## config.mk

```make
export PLATFORM = sky130hd
export DESIGN_NAME = freq_duty_monitor
export DESIGN_NICKNAME = d
export VERILOG_FILES = /design/src/rtl/freq_duty_monitor.sv
export SDC_FILE = /design/constraint.sdc
export NUM_CORES = 1
export LEC_CHECK = 0
export CAP_MARGIN = 40
export CORE_ASPECT_RATIO = 0.9
export CORE_MARGIN = 3
export CORE_UTILIZATION = 59
export CTS_CLUSTER_DIAMETER = 50
export CTS_CLUSTER_SIZE = 14
export DETAILED_ROUTE_END_ITERATION = 8
export GPL_TIMING_DRIVEN = 0
export PLACE_DENSITY = 0.95
export SYNTH_ARGS = -nofsm -noshare
export SYNTH_HDL_FRONTEND = slang
export SYNTH_SLANG_ARGS = --single-unit
```

## constraint.sdc

```tcl
create_clock -name clk_in -period 4.97 [get_ports clk_in]
set_input_delay 0.994 -clock clk_in [delete_from_list [all_inputs] [get_ports clk_in]]
set_output_delay 0.994 -clock clk_in [all_outputs]
set_load 0.005 [all_outputs]
```

## src/rtl/freq_duty_monitor.sv

```systemverilog
// freq_duty_monitor: measures the period and high time of a divided clock,
// sampled in the clk_in domain. One result is published per completed period.
// A sticky timeout is raised when no complete period arrives in 2**CNT_W-1 cycles.
//
// Output semantics: meas_valid is a single-cycle strobe with no back-pressure.
// period/high_time change only in the cycle meas_valid is high, and hold otherwise.
// The FSM state is visible to checkers as state_q.
module freq_duty_monitor #(
  parameter int CNT_W       = 8,
  parameter int SYNC_STAGES = 2
) (
  input  logic             clk_in,
  input  logic             rst_n,
  input  logic             enable,
  input  logic             sig_in,
  output logic [CNT_W-1:0] period,
  output logic [CNT_W-1:0] high_time,
  output logic             meas_valid,
  output logic             timeout
);

  localparam logic [CNT_W-1:0] CNT_MAX = '1;
  localparam logic [CNT_W-1:0] CNT_ONE = CNT_W'(1);

  typedef enum logic [1:0] {
    WAIT_RISE = 2'd0,
    MEAS_HIGH = 2'd1,
    MEAS_LOW  = 2'd2
  } state_e;

  state_e                 state_q, state_d;
  logic [SYNC_STAGES-1:0] sync_q;
  logic                   prev_q;
  logic [CNT_W-1:0]       cnt_q, cnt_d;
  logic [CNT_W-1:0]       hcnt_q, hcnt_d;
  logic [CNT_W-1:0]       period_q, period_d;
  logic [CNT_W-1:0]       high_q, high_d;
  logic                   valid_q, valid_d;
  logic                   timeout_q, timeout_d;

  logic             sig_s;
  logic             rise;
  logic             fall;
  logic [CNT_W-1:0] cnt_inc;
  logic [CNT_W-1:0] hcnt_inc;

  assign sig_s = sync_q[SYNC_STAGES-1];
  assign rise  = sig_s & ~prev_q;
  assign fall  = ~sig_s & prev_q;

  // Saturating increments: the counters can never wrap, even on a fall at MAX.
  assign cnt_inc  = (cnt_q == CNT_MAX) ? cnt_q : cnt_q + CNT_ONE;
  assign hcnt_inc = (hcnt_q == CNT_MAX) ? hcnt_q : hcnt_q + CNT_ONE;

  // Synchroniser chain and edge-detect register; runs regardless of enable.
  always_ff @(posedge clk_in) begin
    if (!rst_n) begin
      sync_q <= '0;
      prev_q <= 1'b0;
    end else begin
      sync_q <= {sync_q[SYNC_STAGES-2:0], sig_in};
      prev_q <= sig_s;
    end
  end

  // Next-state, counter and result logic.
  always_comb begin
    state_d   = state_q;
    cnt_d     = cnt_q;
    hcnt_d    = hcnt_q;
    period_d  = period_q;
    high_d    = high_q;
    valid_d   = 1'b0;
    timeout_d = timeout_q;

    if (!enable) begin
      // Abort the measurement but keep the last results and the timeout flag.
      state_d = WAIT_RISE;
      cnt_d   = '0;
      hcnt_d  = '0;
    end else begin
      unique case (state_q)
        WAIT_RISE: begin
          if (rise) begin
            state_d = MEAS_HIGH;
            cnt_d   = CNT_ONE;
            hcnt_d  = CNT_ONE;
          end
        end
        MEAS_HIGH: begin
          if (fall) begin
            state_d = MEAS_LOW;
            cnt_d   = cnt_inc;
          end else if (cnt_q == CNT_MAX) begin
            state_d   = WAIT_RISE;
            cnt_d     = '0;
            hcnt_d    = '0;
            timeout_d = 1'b1;
          end else begin
            cnt_d  = cnt_inc;
            hcnt_d = hcnt_inc;
          end
        end
        MEAS_LOW: begin
          // A rise takes priority over the MAX check, so a period of MAX is valid.
          if (rise) begin
            state_d   = MEAS_HIGH;
            period_d  = cnt_q;
            high_d    = hcnt_q;
            valid_d   = 1'b1;
            timeout_d = 1'b0;
            cnt_d     = CNT_ONE;
            hcnt_d    = CNT_ONE;
          end else if (cnt_q == CNT_MAX) begin
            state_d   = WAIT_RISE;
            cnt_d     = '0;
            hcnt_d    = '0;
            timeout_d = 1'b1;
          end else begin
            cnt_d = cnt_inc;
          end
        end
        default: begin
          state_d = WAIT_RISE;
          cnt_d   = '0;
          hcnt_d  = '0;
        end
      endcase
    end
  end

  // State, counter and result registers.
  always_ff @(posedge clk_in) begin
    if (!rst_n) begin
      state_q   <= WAIT_RISE;
      cnt_q     <= '0;
      hcnt_q    <= '0;
      period_q  <= '0;
      high_q    <= '0;
      valid_q   <= 1'b0;
      timeout_q <= 1'b0;
    end else begin
      state_q   <= state_d;
      cnt_q     <= cnt_d;
      hcnt_q    <= hcnt_d;
      period_q  <= period_d;
      high_q    <= high_d;
      valid_q   <= valid_d;
      timeout_q <= timeout_d;
    end
  end

  assign period     = period_q;
  assign high_time  = high_q;
  assign meas_valid = valid_q;
  assign timeout    = timeout_q;

endmodule

```

==> run_results.csv <==
group,metric,value,unit
floorplan,start_util,64.6,%
synth,syn_area,1860,sq um
hold_path,hold_class,"reg -> reg",
detailed_routing,wl,4910,um
sta,hold_viol,0,
setup_path,critPathArrivalTime,2.59,ns
grt,grt_max_degree,14,
detailed_routing,vias,1791,
pwr,max-vdd-ir-drop,0.247,mV
final_layout,nets,244,
clocking,root_buffer,"clkbuf_4",
detailed_routing,viasPerCell,6.44,
clocking,clkSinkCount,39,
clocking,cts_resized,0,
sta,slew_viol_final,0,
sta,worst_pin_slew,0.562,ns
floorplan,die_w,65.2,um
clocking,clk_path_buf_depth,2,
synth,syn_nets,216,
final_layout,drive_gt1_share,10.5,%
hold_path,hold_depth,1,
sta,fin_crit_sh,46.5,%
sta,slew_headroom,62.6,%
grt,grt_pass1_vias,1664,
placement,place_congestion,0.917,
grt,grt_pass1_wl,8140,um
clocking,cts_setup_buffers,0,
sta,setup_violations,0,
setup_path,path_max_fanout,7,
setup_path,critPathKind,"in -> reg",
setup_path,rrSetupSlack,2.72,ns
clocking,path_clk_slew,0.11,ns
synth,yosysWarnings,0,
synth,synth_top_flop_cell,"dfxtp_1",
detailed_routing,drc,0,
synth,syn_inst,209,
clocking,cts-buffers-inserted,5,
sta,fin_worst_skew,0.0116,ns
synth,ys_seq_elements,39,
sta,rsz0062_at_grt,"no",
grt,antenna_found_initial,0,
sta,period_needed,2.31,ns
floorplan,die_y,59.3,um
detailed_routing,drtAntennaViolNets,0,
synth,avgSynthCellArea,8.91,sq um
pwr,power_frac_comb,5.1,%
synth,synth_edf_count,0,
floorplan,ioPinCount,22,
final_layout,layout_common_cells,"dfxtp_1, nor2_1, clkdlybuf4s50_1",
detailed_routing,post_drt_wl_per_cell,17.7,um
synth,async_flop_share,0,%
synth,ys_seq_area_share,41.9,%
grt,overflow,0,
run,cap_violations,0,
floorplan,rows,18,
final_layout,multiInputGateArea,998,sq um
setup_path,required,5.25,ns
pwr,p_seq_share,54.3,%
pwr,p_int,0.446,mW
pwr,power_density,263,nW/um^2
placement,numPortBuffers,21,
pwr,power.switching,0.135,mW
floorplan,die_area,3870,sq um
synth,synth_cell_types,45,
clocking,clk_latency,0.36,ns
final_layout,seq_area,781,sq um
floorplan,core,2880,sq um
grt,grt_usage,27.8,%
pwr,power_leakage,0.917,nW
clocking,cts_tree,"yes",
clocking,htree_levels,2,
final_layout,fillers,200,
detailed_routing,firstDrtPassIters,4,
final_layout,final_common_cell,"dfxtp_1",
setup_path,critPathLaunchType,"input port",
placement,hpwlAfterDp,3360,um
pwr,netSwitchingFraction,23.2,%
final_layout,syn2layout_area_growth,18.8,%
placement,place_area,2120,sq um
sta,clock.fmax,0.433,GHz
setup_path,end_kind,"flip-flop",
clocking,cts_hold_buffers,0,
detailed_routing,drt-initial-drc-count,143,
pwr,clockPowerShare,40.5,%
final_layout,diodes,0,
status,outcome,"finished clean",
setup_path,worst-r2r-cell-count,8,
final_layout,fin_area,2210,sq um
sta,final.setup.tns,0,ns
-- sequential cells by signal, summed over array words and instances, names as in the netlist --
register,count
sync_q,2
period,8
state_q,2
meas_valid,1
hcnt_q,8
high_time,8
cnt_q,8
prev_q,1
timeout,1
-- Yosys cell counts (2+ instances only) --
| library cell | number | share of area [%] |
|---|---|---|
| nand2_1 | 11 | 2.2 |
| mux2i_1 | 19 | 10 |
| o22a_1 | 2 | 0.94 |
| nor2_1 | 28 | 5.6 |
| ha_1 | 3 | 2.0 |
| nor3_1 | 3 | 0.81 |
| o21ai_0 | 4 | 1.1 |
| dfxtp_1 | 39 | 42 |
| a21boi_1 | 2 | 0.81 |
| or4_1 | 2 | 0.81 |
| o31ai_1 | 3 | 1.2 |
| nand4_1 | 5 | 1.7 |
| nand3_1 | 12 | 3.2 |
| a31oi_1 | 7 | 2.4 |
| buf_2 | 5 | 1.3 |
| nor2b_1 | 2 | 0.67 |
| a211oi_1 | 3 | 1.2 |
| a21oi_1 | 13 | 3.5 |
| and4_4 | 2 | 1.2 |
| and2_1 | 6 | 2.0 |
| inv_1 | 5 | 1.0 |
| nand2b_1 | 5 | 1.7 |
| and3_1 | 4 | 1.3 |
| clkbuf_1 | 3 | 0.60 |
-- area by class of cell --
type / instances / share of cell area, %
inverter: 6 / 1.02
clock inverter: 2 / 1.75
sequential: 39 / 35.3
tap: 40 / 2.26
buffer: 11 / 2.71
timing repair buffer: 21 / 9.50
clock buffer: 6 / 2.32
multi-input combinational: 153 / 45.1
-- worst max-delay path, stage by stage --
cell	delay, ns
clkdlybuf4s50_1	0.57
nand2_1	0.19
a221oi_2	0.49
nand2b_1	0.16
mux2i_1	0.18
-- cells by family after synthesis --
| logic type | synth area share, % |
|---|---|
| adders and majority gates | 2.02 |
| buffers and inverters | 4.43 |
| DFF | 41.9 |
| muxes | 10.2 |
| and+or+nand+nor | 22.7 |
| xor gates and xnor gates | 0.471 |
| AOI/OAI and AO/OA | 18.2 |
-- metal layers --
layer | share of wire (%) | track usage (%) | vias up
met1 | 42 | 34.9 | 845
met3 | 8.5 | 7.02 | 23
met4 | 2.8 | 11.8 | 0
met5 | 0 | 0 | -
li1 | - | - | 812
met2 | 46 | 45.6 | 111
-- power by group through the flow --
stage | registers (mW) | clock network (mW) | logic (mW)
after detailed placement | 0.323 | 0 | 0.0290
after global placement | 0.323 | 0 | 0.0276
final | 0.316 | 0.235 | 0.0299
after global routing | 0.316 | 0.252 | 0.0327
after floorplan | 0.322 | 0 | 0.0199
after CTS | 0.316 | 0.234 | 0.0291
-- through the flow --
step	hold WS, ns	power [mW]	util [%]	std cells	setup slack [ns]
2_1_floorplan	0.412	0.342	-	209	3.06
3_3_place_gp	0.422	0.350	73.6	270	2.39
3_5_place_dp	0.423	0.352	73.6	270	2.31
4_1_cts	0.450	0.579	76.7	278	2.67
5_1_grt	0.486	0.601	76.7	278	2.55
6_report	0.445	0.581	76.7	278	2.66
-- path summary, 6_finish.rpt --
| path | from | endpoint |
|---|---|---|
| max | rst_n | hcnt_q[5]$_SDFFE_PN0P_ |
| min | sync_q[0]$_SDFF_PN0_ | sync_q[1]$_SDFF_PN0_ |
| max reg2reg | cnt_q[4]$_SDFFE_PN0N_ | cnt_q[0]$_SDFFE_PN0N_ |
| min reg2reg | sync_q[0]$_SDFF_PN0_ | sync_q[1]$_SDFF_PN0_ |
Power figures use the tool's default switching activity.
